<file path="src/rtl/sha512_job_scheduler.sv">
`default_nettype none
// ============================================================================
// Module      : sha512_job_scheduler
// Description : Shares one SHA-512 core between two requesters. A round-robin
//               arbiter grants the core to one requester. The scheduler then
//               streams 32 message words into the core text port and issues
//               the start command. It waits for the core to go busy and then
//               idle, issues the read command and streams 16 digest words
//               back to the owner before it releases the grant.
// Revision    : 1.0 - initial release
// ----------------------------------------------------------------------------
// Ports
//   clk                   clock, rising edge
//   rst                   synchronous reset, active low
//   req_i[1:0]            per-requester job request (level)
//   gnt_o[1:0]            one-hot owner of the core, zero when idle
//   in_valid_i/in_data_i/in_ready_o
//                         message-word stream from the owner (32 words)
//   out_valid_o/out_data_o/out_last_o/out_ready_i
//                         digest-word stream to the owner (16 words)
//   err_o                 one-cycle pulse when a WAIT timeout aborts a job
//   core_text_o/core_cmd_o/core_cmd_w_o
//                         core text input, command code, command write
//   core_text_i/core_busy_i
//                         core text output and busy flag
// Configuration
//   SHA_SCHED_TIMEOUT_EN  when defined, WAIT is bounded by TIMEOUT cycles and
//                         an expired bound pulses err_o and skips the read-out.
//                         When undefined, WAIT is unbounded and err_o is 0.
// Core read-out model
//   After CMD_READ the core presents digest word 0 on core_text_i. It steps
//   to the next word on each consumed out word (out_valid_o & out_ready_i),
//   so the core advances only on consumption.
// ============================================================================
module sha512_job_scheduler #(
    parameter logic [3:0] CMD_START = 4'h1,
    parameter logic [3:0] CMD_READ  = 4'h2,
    parameter int         TIMEOUT   = 200
) (
    input  logic        clk,
    input  logic        rst,
    input  logic [1:0]  req_i,
    output logic [1:0]  gnt_o,
    input  logic        in_valid_i,
    input  logic [31:0] in_data_i,
    output logic        in_ready_o,
    output logic        out_valid_o,
    output logic [31:0] out_data_o,
    output logic        out_last_o,
    input  logic        out_ready_i,
    output logic        err_o,
    output logic [31:0] core_text_o,
    output logic [3:0]  core_cmd_o,
    output logic        core_cmd_w_o,
    input  logic [31:0] core_text_i,
    input  logic        core_busy_i
);

    typedef enum logic [2:0] {
        IDLE  = 3'd0,
        LOAD  = 3'd1,
        START = 3'd2,
        WAIT  = 3'd3,
        READ  = 3'd4,
        DONE  = 3'd5
    } state_t;

    state_t      state_q;
    logic [1:0]  gnt_q;
    logic        owner_q;      // index of the current owner
    logic        last_q;       // index of the previous owner (round-robin)
    logic [4:0]  word_cnt_q;   // message words captured in LOAD
    logic [3:0]  dig_cnt_q;    // digest word currently being presented
    logic        seen_busy_q;  // core has reported busy since START
    logic        in_ready_q;
    logic        out_valid_q;
    logic [31:0] out_data_q;
    logic        out_last_q;
    logic [31:0] core_text_q;
    logic [3:0]  core_cmd_q;
    logic        core_cmd_w_q;

`ifdef SHA_SCHED_TIMEOUT_EN
    localparam int WAIT_W = $clog2(TIMEOUT + 1);
    logic [WAIT_W-1:0] wait_cnt_q;
    logic              err_q;
`endif

    // Requester chosen in IDLE. If both requesters ask, the one that did not
    // own the core last time wins. Otherwise the single asker wins.
    logic owner_d;
    assign owner_d = (req_i == 2'b11) ? ~last_q : req_i[1];

    always_ff @(posedge clk) begin
        if (!rst) begin
            state_q      <= IDLE;
            gnt_q        <= 2'b00;
            owner_q      <= 1'b0;
            last_q       <= 1'b1;   // requester 0 wins the first tie
            word_cnt_q   <= 5'd0;
            dig_cnt_q    <= 4'd0;
            seen_busy_q  <= 1'b0;
            in_ready_q   <= 1'b0;
            out_valid_q  <= 1'b0;
            out_data_q   <= 32'd0;
            out_last_q   <= 1'b0;
            core_text_q  <= 32'd0;
            core_cmd_q   <= 4'd0;
            core_cmd_w_q <= 1'b0;
`ifdef SHA_SCHED_TIMEOUT_EN
            wait_cnt_q   <= '0;
            err_q        <= 1'b0;
`endif
        end else begin
            // Command writes and the error flag are single-cycle pulses.
            // They are cleared here and set again only by the cycle that
            // issues them.
            core_cmd_w_q <= 1'b0;
`ifdef SHA_SCHED_TIMEOUT_EN
            err_q        <= 1'b0;
`endif
            case (state_q)
                IDLE: begin
                    if (|req_i) begin
                        owner_q    <= owner_d;
                        gnt_q      <= owner_d ? 2'b10 : 2'b01;
                        word_cnt_q <= 5'd0;
                        in_ready_q <= 1'b1;
                        state_q    <= LOAD;
                    end
                end

                LOAD: begin
                    if (in_valid_i && in_ready_q) begin
                        core_text_q <= in_data_i;
                        if (word_cnt_q == 5'd31) begin
                            // The 32nd word closes the block. The counter is
                            // cleared here and never rolls over by itself.
                            // The start command is raised now so that it is
                            // visible for the whole START cycle.
                            word_cnt_q   <= 5'd0;
                            in_ready_q   <= 1'b0;
                            core_cmd_q   <= CMD_START;
                            core_cmd_w_q <= 1'b1;
                            state_q      <= START;
                        end else begin
                            word_cnt_q <= word_cnt_q + 5'd1;
                        end
                    end
                end

                START: begin
                    seen_busy_q <= 1'b0;
`ifdef SHA_SCHED_TIMEOUT_EN
                    wait_cnt_q  <= '0;
`endif
                    state_q     <= WAIT;
                end

                WAIT: begin
                    if (core_busy_i) begin
                        seen_busy_q <= 1'b1;
                    end
                    // Completion means busy was seen and has now dropped.
                    // A core that never raises busy keeps the job here.
                    if (seen_busy_q && !core_busy_i) begin
                        core_cmd_q   <= CMD_READ;
                        core_cmd_w_q <= 1'b1;
                        dig_cnt_q    <= 4'd0;
                        state_q      <= READ;
                    end
`ifdef SHA_SCHED_TIMEOUT_EN
                    else if (wait_cnt_q == WAIT_W'(TIMEOUT - 1)) begin
                        err_q   <= 1'b1;
                        gnt_q   <= 2'b00;
                        state_q <= DONE;
                    end else begin
                        wait_cnt_q <= wait_cnt_q + WAIT_W'(1);
                    end
`endif
                end

                READ: begin
                    if (out_valid_q) begin
                        // Hold data and valid until consumed
                        if (out_ready_i) begin
                            out_valid_q <= 1'b0;
                            out_last_q  <= 1'b0;
                            if (dig_cnt_q == 4'd15) begin
                                dig_cnt_q <= 4'd0;
                                gnt_q     <= 2'b00;
                                state_q   <= DONE;
                            end else begin
                                dig_cnt_q <= dig_cnt_q + 4'd1;
                            end
                        end
                    end else if (!core_cmd_w_q) begin
                        // The core text is not valid during the read command
                        // cycle. After that cycle, and after each consumption,
                        // the next digest word is fetched into the output
                        // register.
                        out_data_q  <= core_text_i;
                        out_valid_q <= 1'b1;
                        out_last_q  <= (dig_cnt_q == 4'd15);
                    end
                end

                DONE: begin
                    last_q  <= owner_q;
                    state_q <= IDLE;
                end

                default: begin
                    state_q <= IDLE;
                end
            endcase
        end
    end

    assign gnt_o        = gnt_q;
    assign in_ready_o   = in_ready_q;
    assign out_valid_o  = out_valid_q;
    assign out_data_o   = out_data_q;
    assign out_last_o   = out_last_q;
    assign core_text_o  = core_text_q;
    assign core_cmd_o   = core_cmd_q;
    assign core_cmd_w_o = core_cmd_w_q;

`ifdef SHA_SCHED_TIMEOUT_EN
    assign err_o = err_q;
`else
    assign err_o = 1'b0;
`endif

endmodule
`default_nettype wire

</file>
<file path="config.mk">
export PLATFORM = sky130hd
export DESIGN_NAME = sha512_job_scheduler
export DESIGN_NICKNAME = d
export VERILOG_FILES = /design/src/rtl/sha512_job_scheduler.sv
export SDC_FILE = /design/constraint.sdc
export NUM_CORES = 1
export LEC_CHECK = 0
export CAP_MARGIN = 20
export CORE_MARGIN = 10
export CORE_UTILIZATION = 40
export CTS_CLUSTER_SIZE = 12
export DETAILED_ROUTE_END_ITERATION = 8
export GPL_TIMING_DRIVEN = 0
export PLACE_DENSITY = 0.74
export SLEW_MARGIN = 20
export SYNTH_ARGS = -nofsm -noshare
export SYNTH_HDL_FRONTEND = slang
export SYNTH_SLANG_ARGS = --single-unit
</file>
<file path="constraint.sdc">
create_clock -name clk -period 2.2 [get_ports clk]
set_clock_uncertainty 0.2 [all_clocks]
set_input_delay 0.44 -clock clk [delete_from_list [all_inputs] [get_ports clk]]
set_output_delay 0.44 -clock clk [all_outputs]
set_load 0.02 [all_outputs]
</file>
**Yosys cells after proc, flatten, opt, wreduce, memory -nomap -nowiden**

Index checks and enable logic that the tools add are counted.

- Flip-flop bits (word level): 89
- Bits of input ports: 71
- Word-level logic and storage cells: 102

- Add/sub/neg operators: 2
- Eq/ne operators: 18
- Mux-type cells: 44
- Bitwise operators: 3
- Reductions and logical operators: 21

Operators with widths:

| cell | count |
|---|---|
| two-way mux 4 bit | 7 |
| two-way mux 3 bit | 7 |
| != test 2 bit (second input constant) | 10 |
| one-hot mux 4 bit (2 select lines) | 2 |
| two-way mux 5 bit | 3 |
| one-hot mux 3 bit (5 select lines) | 1 |
| two-way mux 1 bit | 14 |
| AND reduction 4 bit | 3 |
| two-way mux 2 bit | 5 |
| one-hot mux 5 bit (2 select lines) | 1 |
| nonzero test 2 bit | 5 |
| AND reduction 3 bit | 3 |
| AND reduction 7 bit | 1 |
| equality test 3 x 2 -> 1 bit (second input constant) | 2 |
| equality test 3 bit (second input constant) | 2 |
| one-hot mux 1 bit (2 select lines) | 3 |
| AND reduction 2 bit | 3 |
| adder 5 x 1 -> 5 bit (second input constant) | 1 |
| equality test 5 bit (second input constant) | 1 |
| AND reduction 5 bit | 1 |
| adder 4 x 1 -> 4 bit (second input constant) | 1 |
| equality test 4 bit (second input constant) | 1 |
| one-hot mux 2 bit (2 select lines) | 1 |
| equality test 3 x 1 -> 1 bit (second input constant) | 1 |
| 6 further kinds | 9 |

**Logic depth before layout (Yosys ltp)**

- Word-level depth: 5
- Depth in mapped cells: 7
- Gate-level depth less buffers: 7

**Worst setup path before layout**

OpenSTA, ideal clock, no wires.

- Path type: reg2reg
- Start: reg state_q[2]
- End: reg out_last_q, in the netlist out_last_o
- Data arrival time: 1.545 ns
- Path slack: 0.326 ns
- Stages on the path, launching flop included: 8
- Buffers on the path: 3
- Period minus slack after synthesis: 1.874 ns
- Cell sequence: dfxtp_1 buf_4 or3b_4 or3_1 buf_2 buf_6 nand4_1 o31ai_2

- Longest elaborated chain between the ends: 2

Ends and longest elaborated chain:

| what | line | text |
|---|---|---|
| start, declared | 68 | `state_t state_q;` |
| start signal, assigned | 96 | `state_q <= IDLE;` |
| start signal, assigned | 129 | `state_q <= LOAD;` |
| start signal, assigned | 145 | `state_q <= START;` |
| equality test 3 bit | 122 | `case (state_q)` |
| AND reduction 3 bit (no line) | -- |  |
| end signal, assigned | 204 | `out_last_q <= (dig_cnt_q == 4'd15);` |
| end, declared | 78 | `logic out_last_q;` |

Every way passes these cells.
A chain may end at the register's enable or synchronous reset.

**Worst setup path after layout**

- Start: reg state_q[1]
- End: reg dig_cnt_q[3]

- Longest elaborated chain between the ends: 3
- Elaborated cells between the ends (all ways): 8
- Classes of those cells: 5 x eq/ne; 1 x mux; 2 x reduce/logical

Ends and longest elaborated chain:

| what | line | text |
|---|---|---|
| equality test 3 x 2 -> 1 bit or equality test 3 bit (tied branches) | 122 |  |
| != test 2 bit (no line) or nonzero test 2 bit (tied branches) | -- |  |
| AND reduction 4 bit (no line) | -- |  |
| end signal, assigned | 194 | `dig_cnt_q <= dig_cnt_q + 4'd1;` |
| end, declared | 73 | `logic [3:0] dig_cnt_q;` |

Several ways; a longest one is shown, not always the timed one.

==> flow_metrics.py <==
metrics = {
    "outcome": {
        "status": "finished clean",
    },
    "route": {
        "wirelength_um": 10100,
        "wire_per_inst_um": 15.0,
        "ant_nets": 0,
        "via_per_inst": 4.90,
        "vias": 3320,
        "first_pass_iters": 4,
        "drc": 0,
        "drtIter0Drc": 106,
    },
    "clock_tree": {
        "numClockSinks": 87,
        "cts_tree": "done",
        "insertion_delay_ns": 0.35,
        "cts_root_buffer": "clkbuf_8",
        "clockBufferDepth": 2,
        "cts_inserted_buffers": 9,
        "htreeDepth": 3,
        "clkTransAtPathRegs_ns": 0.09,
        "post-cts-setup-buffers": 0,
    },
    "synthesis": {
        "synth_seq_area_share_pct": 52.6,
        "yosysTopAreaCell": "dfxtp_1",
        "netlist_area_mm2": 0.00331,
        "synthArstFlopShare_pct": 0,
        "synthTopCellsByArea": "dfxtp_1, nand2_1, a21oi_1",
        "ys_ff_latch": 87,
        "synthFlopType": "dfxtp_1",
        "synth-edff-count": 0,
        "synth.avg_cell_area_um2": 8.01,
        "synth_top_area_share_pct": 52.6,
        "syn_inst": 413,
        "yosys_warnings": 0,
        "synthDistinctLibCells": 44,
    },
    "power": {
        "switching_share_pct": 24.3,
        "power.internal_w": 0.00234,
        "power_frac_clock_pct": 37.3,
        "combPwrFrac_pct": 10.6,
        "irDropWorstVdd_mv": 0.314,
        "leakage_nw": 1.81,
        "seqPwrFrac_pct": 52.2,
        "total_power_w": 0.00309,
        "p_sw_w": 0.000750,
        "power_density_mw_per_mm2": 608,
    },
    "grt": {
        "grt.busiest_layer": "met2",
        "grtUsageTotal_pct": 15.9,
        "met1_usage_pct": 17.5,
        "grt_pass1_wl_um": 16400,
        "grtUsageMet3_pct": 6.22,
        "grt_overflow": 0,
        "grt_pass1_vias": 3256,
        "grt_max_degree": 16,
        "grt_antenna_before_repair": 0,
        "grt_use_met2_pct": 26.8,
    },
    "critical_path": {
        "crit_arrival_ns": 2.16,
        "path_max_fanout": 10,
        "cp-end-kind": "flip-flop",
        "path_class": "reg -> reg",
        "critical_path.startpoint_type": "flip-flop",
        "cp.required_ns": 2.28,
    },
    "cells_and_area": {
        "n_antenna_cell": 0,
        "final_cell_mix": "nand2_1, clkdlybuf4s50_1, dfxtp_1",
        "fin_nets": 642,
        "drive_gt1_share_pct": 7.16,
        "final_common_cell": "nand2_1",
        "area_delta_synth_final_pct": 53.8,
    },
    "timing": {
        "setup_tns_ns": 0,
        "setup_viol_count_final": 0,
        "rsz0062_at_grt": "no",
        "maxSlewViolCount": 0,
        "fmax_mhz": 481,
        "worst_pin_slew_ns": 0.492,
        "timing.slew.headroom_pct": 66.9,
        "hold_violations": 0,
        "fin_crit_ns": 2.08,
        "fin_crit_sh_pct": 94.4,
    },
    "placed_design": {
        "dp_hpwl_um": 7840,
        "portBuffers": 142,
        "gp_congestion": 0.820,
    },
    "floorplanning": {
        "io_pins": 146,
        "dieArea_mm2": 0.0123,
        "start_util_pct": 40.7,
        "die-width_um": 111,
        "rows": 33,
        "die_h_um": 111,
        "coreArea_mm2": 0.00813,
    },
    "run": {
        "drv_cap": 0,
    },
    "min_path": {
        "hold_class": "reg -> reg",
    },
}
worst paths after layout:
| kind | start | endpoint | slack [ns] | depth (start not counted) |
|---|---|---|---|---|
| hold reg to reg | out_data_o[16] | out_data_o[16] | 0.26 | 2 |
| setup / recovery | state_q[1] | dig_cnt_q[3] | 0.12 | 5 |
| hold / removal | out_data_o[16] | out_data_o[16] | 0.26 | 2 |
| setup reg to reg | state_q[1] | dig_cnt_q[3] | 0.12 | 5 |
layout make-up:
type	instances	area (µm²)
clock buffers	10	138
repair buffers	142	1420
flip-flops and latches	87	1740
plain buffers	31	164
fillers	732	3050
clock inverters	6	67.6
multi-input cells	292	1410
inverters	5	18.8
well taps	105	131
per-layer routing:
metal | up-vias | wire, µm
met5 | - | 0
met4 | 0 | 146
met3 | 12 | 887
met2 | 107 | 4850
met1 | 1523 | 4270
li1 | 1678 | -
metrics by stage:
stage                     util, %  hold slack, ns  cells  setup WS (ns)  cell area, µm²
after floorplan                 -           0.232    415          0.326            3320
after detailed placement     59.9           0.246    662         -0.544            4870
final                        62.5           0.257    678          0.122            5090
after CTS                    62.4           0.258    678         0.0635            5080
after global placement       59.9           0.241    662         -0.477            4870
after global routing         62.5           0.274    678         0.0132            5090
cell usage after synthesis (all sizes together) (2+ instances only):
cell type and n:
nand2 150, dfxtp 87, a21oi 72, clkbuf 16, buf 15, o21ai 8, nand3 7, nor2 7
o22ai 6, inv 5, ha 3, nor2b 3, nor3 3, nand2b 2, nand4 2, nor4 2
or3 2, or4 2
power by group through the flow:
| stage | Sequential, W | Combinational (W) | Clock, W |
|---|---|---|---|
| global route | 0.00162 | 0.000358 | 0.00123 |
| CTS | 0.00161 | 0.000328 | 0.00117 |
| detailed placement | 0.00165 | 0.000326 | 0 |
| finish | 0.00161 | 0.000328 | 0.00115 |
| global placement | 0.00165 | 0.000322 | 0 |
| floorplan | 0.00168 | 0.0000954 | 0 |
registers in the layout (all words and copies together) (netlist names), 2 cells and up:
signal       flops
state_q          3
gnt_o            2
word_cnt_q       5
core_cmd_o       2
dig_cnt_q        4
out_data_o      32
core_text_o     32
worst max-delay path, cell delays in order (launching register included):
cell and delay (ns):
dfxtp_1 0.32, buf_2 0.17, nor3b_1 0.43, nand3_2 0.25, or4_1 0.55, o21ai_0 0.09
kinds of logic after synthesis:
| family | Yosys count | synth area share [%] |
|---|---|---|
| DFF | 87 | 52.6 |
| AOI/OAI and AO/OA | 97 | 16.2 |
| adders and majority gates | 3 | 1.13 |
| and+or+nand+nor | 188 | 24.3 |
| buffers and inverters | 36 | 5.30 |
| other | 1 | 0.113 |
| xor gates and xnor gates | 1 | 0.265 |
what timing repair did:
action | in CTS | in global routing
resized for setup | 4 | 5
endpoints found under the hold margin | 0 | 0
hold buffers | 0 | 0
setup endpoints to repair | 60 | 61
pin swaps | 0 | 0
Note: power is estimated with default switching activity, not from simulation.
